--- config.mk ---
export PLATFORM = sky130hd
export DESIGN_NAME = packet_source_arbiter_flat
export DESIGN_NICKNAME = d
export VERILOG_FILES = /design/src/rtl/packet_source_arbiter_if.sv /design/src/rtl/packet_source_arbiter.sv /design/src/flat_wrapper.sv
export SDC_FILE = /design/constraint.sdc
export NUM_CORES = 1
export LEC_CHECK = 0
export ABC_CLOCK_PERIOD_IN_PS = 3000
export CAP_MARGIN = 25
export CORE_ASPECT_RATIO = 1.75
export CORE_UTILIZATION = 43
export DETAILED_ROUTE_END_ITERATION = 7
export PLACE_DENSITY_LB_ADDON = 0.08
export SLEW_MARGIN = 5
export SYNTH_ARGS = -nofsm -noshare
export SYNTH_HDL_FRONTEND = slang
export SYNTH_SLANG_ARGS = --single-unit
--- constraint.sdc ---
create_clock -name clk -period 3 [get_ports clk]
set_input_delay 0.45 -clock clk [delete_from_list [all_inputs] [get_ports clk]]
set_output_delay 0.45 -clock clk [all_outputs]
set_load 0.01 [all_outputs]
--- src/rtl/packet_source_arbiter_if.sv ---
// Bundle of source-FIFO pop signals and splitter push signals around packet_source_arbiter.
// The master modport is the arbiter; the slave modport is whatever surrounds it.
interface packet_source_arbiter_if #(
  parameter int SOURCE_COUNT = 4,
  parameter int WORD_SIZE    = 32
);
  localparam int GW = (SOURCE_COUNT > 1) ? $clog2(SOURCE_COUNT) : 1;

  logic [SOURCE_COUNT-1:0]           src_enable;
  logic [SOURCE_COUNT-1:0]           src_nempty;
  logic [SOURCE_COUNT*WORD_SIZE-1:0] src_data;
  logic [SOURCE_COUNT-1:0]           src_end;
  logic [SOURCE_COUNT-1:0]           src_pop;
  logic                              dst_full;
  logic                              dst_shift;
  logic [WORD_SIZE-1:0]              dst_data;
  logic                              dst_end;
  logic                              busy;
  logic [GW-1:0]                     grant;
  logic                              truncated;

  modport master (
    input  src_enable, src_nempty, src_data, src_end, dst_full,
    output src_pop, dst_shift, dst_data, dst_end, busy, grant, truncated
  );

  modport slave (
    output src_enable, src_nempty, src_data, src_end, dst_full,
    input  src_pop, dst_shift, dst_data, dst_end, busy, grant, truncated
  );
endinterface

--- src/rtl/packet_source_arbiter.sv ---
// Round-robin whole-packet arbiter feeding one splitter input from several source FIFOs,
// with optional header word, per-source sequence numbers and length truncation.
module packet_source_arbiter #(
  parameter int SOURCE_COUNT  = 4,
  parameter int WORD_SIZE     = 32,
  parameter int HEADER_ENABLE = 1,
  parameter int MAX_WORDS     = 256
) (
  input  logic                   clk,
  input  logic                   rst_n,
  packet_source_arbiter_if.master bus
);
  localparam int          GW       = (SOURCE_COUNT > 1) ? $clog2(SOURCE_COUNT) : 1;
  localparam logic [15:0] LAST_IDX = 16'(MAX_WORDS - 1);

  typedef enum logic [1:0] {S_IDLE, S_HEADER, S_BODY, S_DRAIN} state_t;

  state_t                  r_state, w_state_next;
  logic [GW-1:0]           r_grant, w_pick;
  logic [7:0]              r_seq [SOURCE_COUNT];
  logic [15:0]             r_wcnt;
  logic                    r_truncated;

  logic [SOURCE_COUNT-1:0] w_req, w_pop;
  logic [WORD_SIZE-1:0]    w_words [SOURCE_COUNT];
  logic [WORD_SIZE-1:0]    w_cur_data, w_hdr, w_dst_data;
  logic [GW:0]             w_sum;
  logic                    w_found, w_cur_nempty, w_cur_end, w_forced;
  logic                    w_shift, w_dst_end, w_close;

  assign w_req = bus.src_nempty & bus.src_enable;

  genvar gi;
  generate
    for (gi = 0; gi < SOURCE_COUNT; gi++) begin : g_word
      assign w_words[gi] = bus.src_data[gi*WORD_SIZE +: WORD_SIZE];
    end
  endgenerate

  assign w_cur_data   = w_words[r_grant];
  assign w_cur_nempty = bus.src_nempty[r_grant];
  assign w_cur_end    = bus.src_end[r_grant];
  assign w_forced     = (r_wcnt == LAST_IDX);

  // Scan starts one past the last grant so the last-served source goes to the back of the line.
  always_comb begin
    w_pick  = r_grant;
    w_found = 1'b0;
    w_sum   = '0;
    for (int k = 1; k <= SOURCE_COUNT; k++) begin
      w_sum = {1'b0, r_grant} + (GW+1)'(k);
      if (w_sum >= (GW+1)'(SOURCE_COUNT))
        w_sum = w_sum - (GW+1)'(SOURCE_COUNT);
      if (!w_found && w_req[w_sum[GW-1:0]]) begin
        w_found = 1'b1;
        w_pick  = w_sum[GW-1:0];
      end
    end
  end

  always_comb begin
    w_hdr                     = '0;
    w_hdr[WORD_SIZE-1 -: 8]   = 8'hA5;
    w_hdr[15:8]               = 8'(r_grant);
    w_hdr[7:0]                = r_seq[r_grant];
  end

  always_comb begin
    w_state_next = r_state;
    w_pop        = '0;
    w_shift      = 1'b0;
    w_dst_end    = 1'b0;
    w_dst_data   = w_cur_data;
    w_close      = 1'b0;
    case (r_state)
      S_IDLE: begin
        if (w_found)
          w_state_next = (HEADER_ENABLE != 0) ? S_HEADER : S_BODY;
      end
      S_HEADER: begin
        w_shift    = !bus.dst_full;
        w_dst_data = w_hdr;
        if (w_shift)
          w_state_next = S_BODY;
      end
      S_BODY: begin
        w_shift          = w_cur_nempty && !bus.dst_full;
        w_pop[r_grant]   = w_shift;
        w_dst_end        = w_cur_end || w_forced;
        w_close          = w_shift && (w_cur_end || w_forced);
        if (w_shift && w_cur_end)
          w_state_next = S_IDLE;
        else if (w_shift && w_forced)
          w_state_next = S_DRAIN;
      end
      S_DRAIN: begin
        // Discard the rest of a truncated packet regardless of splitter backpressure.
        w_pop[r_grant] = w_cur_nempty;
        if (w_cur_nempty && w_cur_end)
          w_state_next = S_IDLE;
      end
      default: w_state_next = S_IDLE;
    endcase
  end

  always_ff @(posedge clk or negedge rst_n) begin
    if (!rst_n) begin
      r_state     <= S_IDLE;
      r_grant     <= GW'(SOURCE_COUNT - 1);
      r_wcnt      <= '0;
      r_truncated <= 1'b0;
      for (int i = 0; i < SOURCE_COUNT; i++)
        r_seq[i] <= '0;
    end else begin
      r_state     <= w_state_next;
      r_truncated <= 1'b0;
      if (r_state == S_IDLE) begin
        r_wcnt <= '0;
        if (w_found)
          r_grant <= w_pick;
      end
      if (r_state == S_BODY && w_shift) begin
        r_wcnt <= r_wcnt + 16'd1;
        if (w_forced && !w_cur_end)
          r_truncated <= 1'b1;
      end
      if (w_close)
        r_seq[r_grant] <= r_seq[r_grant] + 8'd1;
    end
  end

  assign bus.src_pop   = w_pop;
  assign bus.dst_shift = w_shift;
  assign bus.dst_data  = w_dst_data;
  assign bus.dst_end   = w_dst_end;
  assign bus.busy      = (r_state != S_IDLE);
  assign bus.grant     = r_grant;
  assign bus.truncated = r_truncated;

endmodule

--- src/flat_wrapper.sv ---
// flat-port wrapper written by rule: the top's interface ports become plain ports
module packet_source_arbiter_flat 
#(
  parameter int SOURCE_COUNT  = 4,
  parameter int WORD_SIZE     = 32,
  parameter int HEADER_ENABLE = 1,
  parameter int MAX_WORDS     = 256
)
  (clk, rst_n, bus_src_enable, bus_src_nempty, bus_src_data, bus_src_end, bus_dst_full, bus_src_pop, bus_dst_shift, bus_dst_data, bus_dst_end, bus_busy, bus_grant, bus_truncated);
  packet_source_arbiter_if #(.SOURCE_COUNT(SOURCE_COUNT), .WORD_SIZE(WORD_SIZE)) bus_i ();
  input  logic clk;
  input  logic rst_n;
  input wire logic [$bits(bus_i.src_enable)-1:0] bus_src_enable;
  input wire logic [$bits(bus_i.src_nempty)-1:0] bus_src_nempty;
  input wire logic [$bits(bus_i.src_data)-1:0] bus_src_data;
  input wire logic [$bits(bus_i.src_end)-1:0] bus_src_end;
  input wire logic [$bits(bus_i.dst_full)-1:0] bus_dst_full;
  output wire logic [$bits(bus_i.src_pop)-1:0] bus_src_pop;
  output wire logic [$bits(bus_i.dst_shift)-1:0] bus_dst_shift;
  output wire logic [$bits(bus_i.dst_data)-1:0] bus_dst_data;
  output wire logic [$bits(bus_i.dst_end)-1:0] bus_dst_end;
  output wire logic [$bits(bus_i.busy)-1:0] bus_busy;
  output wire logic [$bits(bus_i.grant)-1:0] bus_grant;
  output wire logic [$bits(bus_i.truncated)-1:0] bus_truncated;
  assign bus_i.src_enable = bus_src_enable;
  assign bus_i.src_nempty = bus_src_nempty;
  assign bus_i.src_data = bus_src_data;
  assign bus_i.src_end = bus_src_end;
  assign bus_i.dst_full = bus_dst_full;
  assign bus_src_pop = bus_i.src_pop;
  assign bus_dst_shift = bus_i.dst_shift;
  assign bus_dst_data = bus_i.dst_data;
  assign bus_dst_end = bus_i.dst_end;
  assign bus_busy = bus_i.busy;
  assign bus_grant = bus_i.grant;
  assign bus_truncated = bus_i.truncated;
  packet_source_arbiter #(.SOURCE_COUNT(SOURCE_COUNT), .WORD_SIZE(WORD_SIZE), .HEADER_ENABLE(HEADER_ENABLE), .MAX_WORDS(MAX_WORDS)) u_core (.clk(clk), .rst_n(rst_n), .bus(bus_i));
endmodule
==> results of run 1 <==
## synthesized netlist by cell type, types with 3 or more instances
cell type and count:
xnor2_1 6, mux4_1 4, mux2i_1 4, nand2_1 13, o21ai_0 27, clkbuf_1 6, o31ai_1 7, inv_1 12
nor4_1 3, mux2_2 32, nor2_1 30, and3_1 3, a21oi_1 16, nand3_1 16, and2_1 5, buf_4 5
nor2b_1 21, a31oi_1 3, mux4_2 37, or2_2 4, buf_6 3, nand3b_1 3, nor3_1 7, xor2_1 4
ha_1 11, nand4_1 3, nand2b_1 6, buf_2 7, dfrtp_1 51
## cells in the final DEF (no fill, tap or decap), types with 12 or more instances in the layout
master,instances
mux2_2,32
nor2_1,30
nand2_1,13
buf_4,22
mux4_2,41
inv_1,12
nor2b_1,21
nand3_1,16
clkdlybuf4s50_1,175
o21ai_0,26
a21oi_1,16
dfrtp_1,51
## sequential cells by signal (all words and copies together) (netlist names)
| register | count |
|---|---|
| u_core.bus.grant | 2 |
| u_core.bus.truncated | 1 |
| u_core.r_seq | 32 |
| u_core.r_state | 2 |
| u_core.r_wcnt | 16 |
## how the worst max path moves through the flow
stage	startpoint	endpoint
2_1_floorplan	u_core.bus.grant[0]$_DFFE_PN1P_	bus_dst_data[24]
3_3_place_gp	bus_src_end[3]	bus_dst_end
3_5_place_dp	bus_src_end[0]	bus_dst_end
4_1_cts	u_core.bus.grant[0]$_DFFE_PN1P_	bus_dst_data[7]
5_1_grt	u_core.bus.grant[0]$_DFFE_PN1P_	bus_dst_data[7]
6_report	u_core.bus.grant[0]$_DFFE_PN1P_	bus_dst_data[7]
## final cells by class
type,instances,area [µm²],area share
multi-input cells,281,2570,0.402
clock inverters,2,10.0,0.00157
well taps,120,150,0.0235
inverters,12,45.0,0.00706
clock buffers,6,129,0.0202
flip-flops and latches,53,1330,0.208
repair buffers,214,2150,0.337
## cell families after synthesis
logic type | after synthesis | share of synthesized area
simple gates | 121 | 0.156
fa+ha+maj | 11 | 0.0337
compound gates | 62 | 0.0902
xor+xnor | 10 | 0.0215
mux | 77 | 0.328
buf+inv | 35 | 0.0445
flops | 53 | 0.326
## layer usage
layer | vias to the layer above | global-route usage | wire (µm)
met5 | - | 0 | 0
met4 | 0 | 0.135 | 485
met3 | 31 | 0.0468 | 1080
met2 | 184 | 0.441 | 6490
met1 | 1871 | 0.315 | 4890
li1 | 1771 | - | -
## metrics by stage
step | power [µW] | utilization
after floorplan | 2930 | -
after detailed placement | 4280 | 0.668
after CTS | 4970 | 0.691
after global placement | 4230 | 0.668
final | 5010 | 0.697
after global routing | 5360 | 0.697
## report_power, final
group          internal (µW)  leakage, µW  switching (µW)
clock network            307    0.0000706             253
logic                   1970      0.00183            1510
registers                861     0.000709             107
total                   3140      0.00261            1870
## repair_timing
action                     CTS  global route
cloned                       1             0
setup buffers                4             6
gates resized for setup     16             4
setup endpoints to repair   11            11
==> flow_summary.toml, run 1 <==
[yosys]
synth-seq-cells = 53
syn_area_um2 = 4080
synthCells = 369
syn_nets = 523
avgSynthCellArea_um2 = 11.1
yosysWarnings = 0
synth_cell_types = 47
synth_top_area_share = 0.313
synth_seq_area_share = 0.326
synth_flop_cell = "dfrtp_1"
synth_edf_count = 0
synth_async_sr_flop_share = 1.00
synth.area.top_cells = "dfrtp_1 (31%), mux4_2 (20%), mux2_2 (8.8%)"
synth_top_area_cell = "dfrtp_1"

[pwr]
ir_drop_mv = 0.553
power_leakage_uw = 0.00261
powerDensity_nw_per_um2 = 785

[global_route]
overflow = 0
grt_max_degree = 42
grt_pass1_wl_um = 19100
antenna_found_initial = 0
grt_pass1_vias = 3756
grt_util_all_layers = 0.262

[placed_design]
dpl.hpwl_um = 10100
place.port_buffers = 184
pre_cts_ws_ns = 0.141
dp.cells = 669
gp_congestion = 0.879
placed_cell_area_um2 = 6110

[floorplan]
rows = 46
chipWidth_um = 75.6
ios = 185
core_area_um2 = 9150
start_util = 0.446
dieHeight_um = 131
die-area_um2 = 9900

[critical_path]
rr_worst_depth = 5
worstPathMaxFanout = 11
path_class = "reg -> out"
cp_top_family = "multiplexers"
rr_startpoint = "u_core.r_wcnt[9]$_DFFE_PN0P_"
cp.arrival_ns = 2.49
critPathCaptureType = "output pin"
startpoint_type = "register"
crit_required_ns = 2.55
cp.depth = 5
cpMaxStageDelayCell = "dfstp_2"
r2r-end = "u_core.r_seq[22]$_DFFE_PN0P_"
cpPeakStageDelay_ns = 0.62
r2r_slack_ns = 0.24
cp_num_buf_inv = 3
cp_cell_sequence = "buf_12 > buf_4 > mux4_2 > mux2_2 > clkdlybuf4s50_1"

[timing]
finalCritPeriodShare = 0.981
period_minus_slack_ns = 2.94
slew_violations = 0
setup_tns_ns = 0
setup_viol = 0
finalWorstSetupSlack_ns = 0.0579
worst_pin_slew_ns = 0.977
finClkSkew_ns = 0.00848
hold_viol = 0
maxClockFrequency_mhz = 340
whs_ns = 0.185
slew-limit-headroom = 0.343

[clocking]
insertion_delay_ns = 0.30
cts-root-buf = "clkbuf_16"
numCtsBuffers = 5
cts.clk_slew.worst_paths_ns = 0.07
clock_path_buffers = 2
cts_tree = "built"
ctsHoldBuffers = 0
htree_levels = 2
cts_sinks = 53

[detailed_routing]
drtAntennaViolNets = 0
wl_um = 12900
via_count = 3857
drt_iter0_markers = 157
wl_per_cell_um = 18.8
drc = 0
via_per_inst = 5.61
dr.pass1.iters = 4

[cells_and_area]
layout-drive-gt1-share = 0.213
antenna_cells = 0
final_nets = 721
syn_to_final_growth_pct = 56.3
design_area_um2 = 6380
layout.cells.non_filler = 688
fill_cells = 682

[flow_run]
maxCapViolCount = 0

[hold_path]
hp-class = "in -> async"

[status]
status = "finished clean"
No activity file was read; power rests on OpenSTA's default activity.
==> run 2, diff against run 1 <==
--- a/config.mk
+++ b/config.mk
@@ -10,6 +10,7 @@
 export CORE_ASPECT_RATIO = 1.75
 export CORE_UTILIZATION = 43
 export DETAILED_ROUTE_END_ITERATION = 7
+export HOLD_SLACK_MARGIN = 0.05
 export PLACE_DENSITY_LB_ADDON = 0.08
 export SLEW_MARGIN = 5
 export SYNTH_ARGS = -nofsm -noshare
==> results of run 2 <==
No change in the layout: final DEF, timing and power equal those of run 1.
==> run 3, diff against run 2 <==
--- a/config.mk
+++ b/config.mk
@@ -8,7 +8,8 @@
 export ABC_CLOCK_PERIOD_IN_PS = 3000
 export CAP_MARGIN = 25
 export CORE_ASPECT_RATIO = 1.75
-export CORE_UTILIZATION = 43
+export CORE_UTILIZATION = 44
+export CTS_BUF_LIST = sky130_fd_sc_hd__clkbuf_4
 export DETAILED_ROUTE_END_ITERATION = 7
 export HOLD_SLACK_MARGIN = 0.05
 export PLACE_DENSITY_LB_ADDON = 0.08
==> flow_summary.toml, run 3 (synthesis results as in run 1) <==
[critical_path]
path_class = "reg -> out"
cpPeakStageDelay_ns = 0.60
cp.arrival_ns = 2.47
cpMaxStageDelayCell = "dfstp_2"
worstPathMaxFanout = 11
cp_cell_sequence = "buf_12 > buf_16 > buf_4 > mux4_2 > mux2_2 > dlygate4sd2_1"
startpoint_type = "register"
crit_required_ns = 2.55
critPathCaptureType = "output pin"

[cells_and_area]
multi_input_area_um2 = 2560
layout.cells.non_filler = 697
layout-drive-gt1-share = 0.226
final_common_cell = "clkdlybuf4s50_1"
syn_to_final_growth_pct = 55.0
final_cell_mix = "clkdlybuf4s50_1 (169), dfrtp_1 (51), mux4_2 (40), buf_4 (33), mux2_2 (32)"
largest_reg_flops = 32
fill_cells = 719
largest-register = "u_core.r_seq"
seqCellArea_um2 = 1330
reg.largest.list = "u_core.r_seq: 32 flops, u_core.r_wcnt: 16 flops"
final_nets = 729

[clocking]
cts.clk_slew.worst_paths_ns = 0.16
cts_sinks = 53
clock_path_buffers = 2
htree_levels = 2
numCtsBuffers = 5
insertion_delay_ns = 0.39
cts_tree = "built"
cts-root-buf = "clkbuf_4"

[detailed_routing]
via_count = 3822
drt_iter0_markers = 136
drc = 0
wl_um = 13100
wl_per_cell_um = 18.8
via_per_inst = 5.48
dr.pass1.iters = 4
drtAntennaViolNets = 0

[timing]
whs_ns = 0.485
finalWorstSetupSlack_ns = 0.0796
period_minus_slack_ns = 2.92
slew_violations = 0
rsz0062_at_grt = "no"
worst_pin_slew_ns = 0.635
finalCritPeriodShare = 0.973
hold_viol = 0
setup_viol = 0
slew-limit-headroom = 0.573
finClkSkew_ns = 0.0100
maxClockFrequency_mhz = 342

[floorplan]
ios = 185
core_area_um2 = 9040
start_util = 0.452
rows = 46
die-area_um2 = 9680
chipWidth_um = 74.8
dieHeight_um = 129

[global_route]
grt_pass1_vias = 3820
overflow = 0
grt_util_all_layers = 0.271
antenna_found_initial = 1
grt_max_degree = 39
grt_pass1_wl_um = 19500

[placed_design]
dpl.hpwl_um = 10400
pre_cts_ws_ns = 0.306
dp.cells = 670
gp_congestion = 0.838
place.port_buffers = 184

[pwr]
pwr-share-clk = 0.072
p_int_uw = 2930
power_leakage_uw = 0.00262
ir_drop_mv = 0.582
p_sw_frac = 0.390
p_seq_frac = 0.198
powerDensity_nw_per_um2 = 760
switching_power_uw = 1880
power_frac_comb = 0.730

[flow_run]
maxCapViolCount = 0

[hold_path]
hp-class = "in -> async"

[status]
status = "finished clean"
==> run 3: cell types whose count changed in the layout (fill, tap and decap cells not counted), moves of 2 or more <==
cell,before,now
buf_12,5,2
clkinv_4,0,2
buf_6,2,0
clkinv_2,2,0
dlygate4sd2_1,6,9
clkdlybuf4s50_1,175,169
clkbuf_16,5,0
clkbuf_4,0,5
clkdlybuf4s15_1,0,3
buf_4,22,33
==> run 3: stage by stage <==
| step | util | power [µW] | setup TNS [ns] | instance area (µm²) |
|---|---|---|---|---|
| after detailed placement | 0.677 | 4330 | 0 | 6120 |
| final | 0.700 | 4810 | 0 | 6330 |
| after floorplan | - | 2930 | 0 | 4080 |
| after global routing | 0.700 | 5150 | 0 | 6330 |
| after global placement | 0.677 | 4250 | 0 | 6120 |
| after CTS | 0.690 | 4710 | -0.0507 | 6240 |
==> run 3: area by class of cell <==
cell class	instances	area share
Multi-Input combinational cell	281	0.405
Timing Repair Buffer	222	0.343
Sequential cell	53	0.210
Tap cell	120	0.0237
Inverter	12	0.00712
Clock buffer	5	0.00593
Clock inverter	3	0.00415
Antenna cell	1	0.000396
==> run 3: layer usage <==
metal	up-vias	wire [µm]	GRT usage
li1	1789	-	-
met4	0	352	0.102
met1	1867	4890	0.304
met5	-	0	0
met3	22	912	0.0490
met2	144	6980	0.494
==> run 3: what timing repair did <==
action | in CTS | in global routing
setup endpoints to repair | 15 | 25
gates resized for setup | 15 | 11
buffers inserted | 7 | 10
hold endpoints to repair | 15 | 0
hold buffers | 1 | 0
==> run 3: final timing paths <==
kind	start	endpoint	slack [ns]	depth (start not counted)
worst max register to register	u_core.bus.grant[0]$_DFFE_PN1P_	u_core.r_seq[22]$_DFFE_PN0P_	0.37	10
max in group asynchronous	rst_n	u_core.bus.grant[1]$_DFFE_PN1P_	1.68	3
min in group clk	u_core.r_wcnt[15]$_DFFE_PN0P_	u_core.r_wcnt[15]$_DFFE_PN0P_	0.50	1
worst min-delay path	rst_n	u_core.bus.truncated$_DFF_PN0_	0.49	2
worst max-delay path	u_core.bus.grant[0]$_DFFE_PN1P_	bus_dst_data[3]	0.08	6
worst min register to register	u_core.r_wcnt[15]$_DFFE_PN0P_	u_core.r_wcnt[15]$_DFFE_PN0P_	0.50	1
==> run 3: power groups by stage <==
stage	sequential (µW)	clock, µW	combinational, µW
after CTS	977	359	3370
after floorplan	958	0	1970
after detailed placement	992	0	3340
after global placement	981	0	3270
after global routing	968	386	3800
final	953	346	3510
==> run 3: worst max-delay path: cells and delay by family (launching register included) <==
kind	cells	cell delay (ns)
DFF	1	0.60
buffers and inverters	4	0.72
muxes	2	0.75
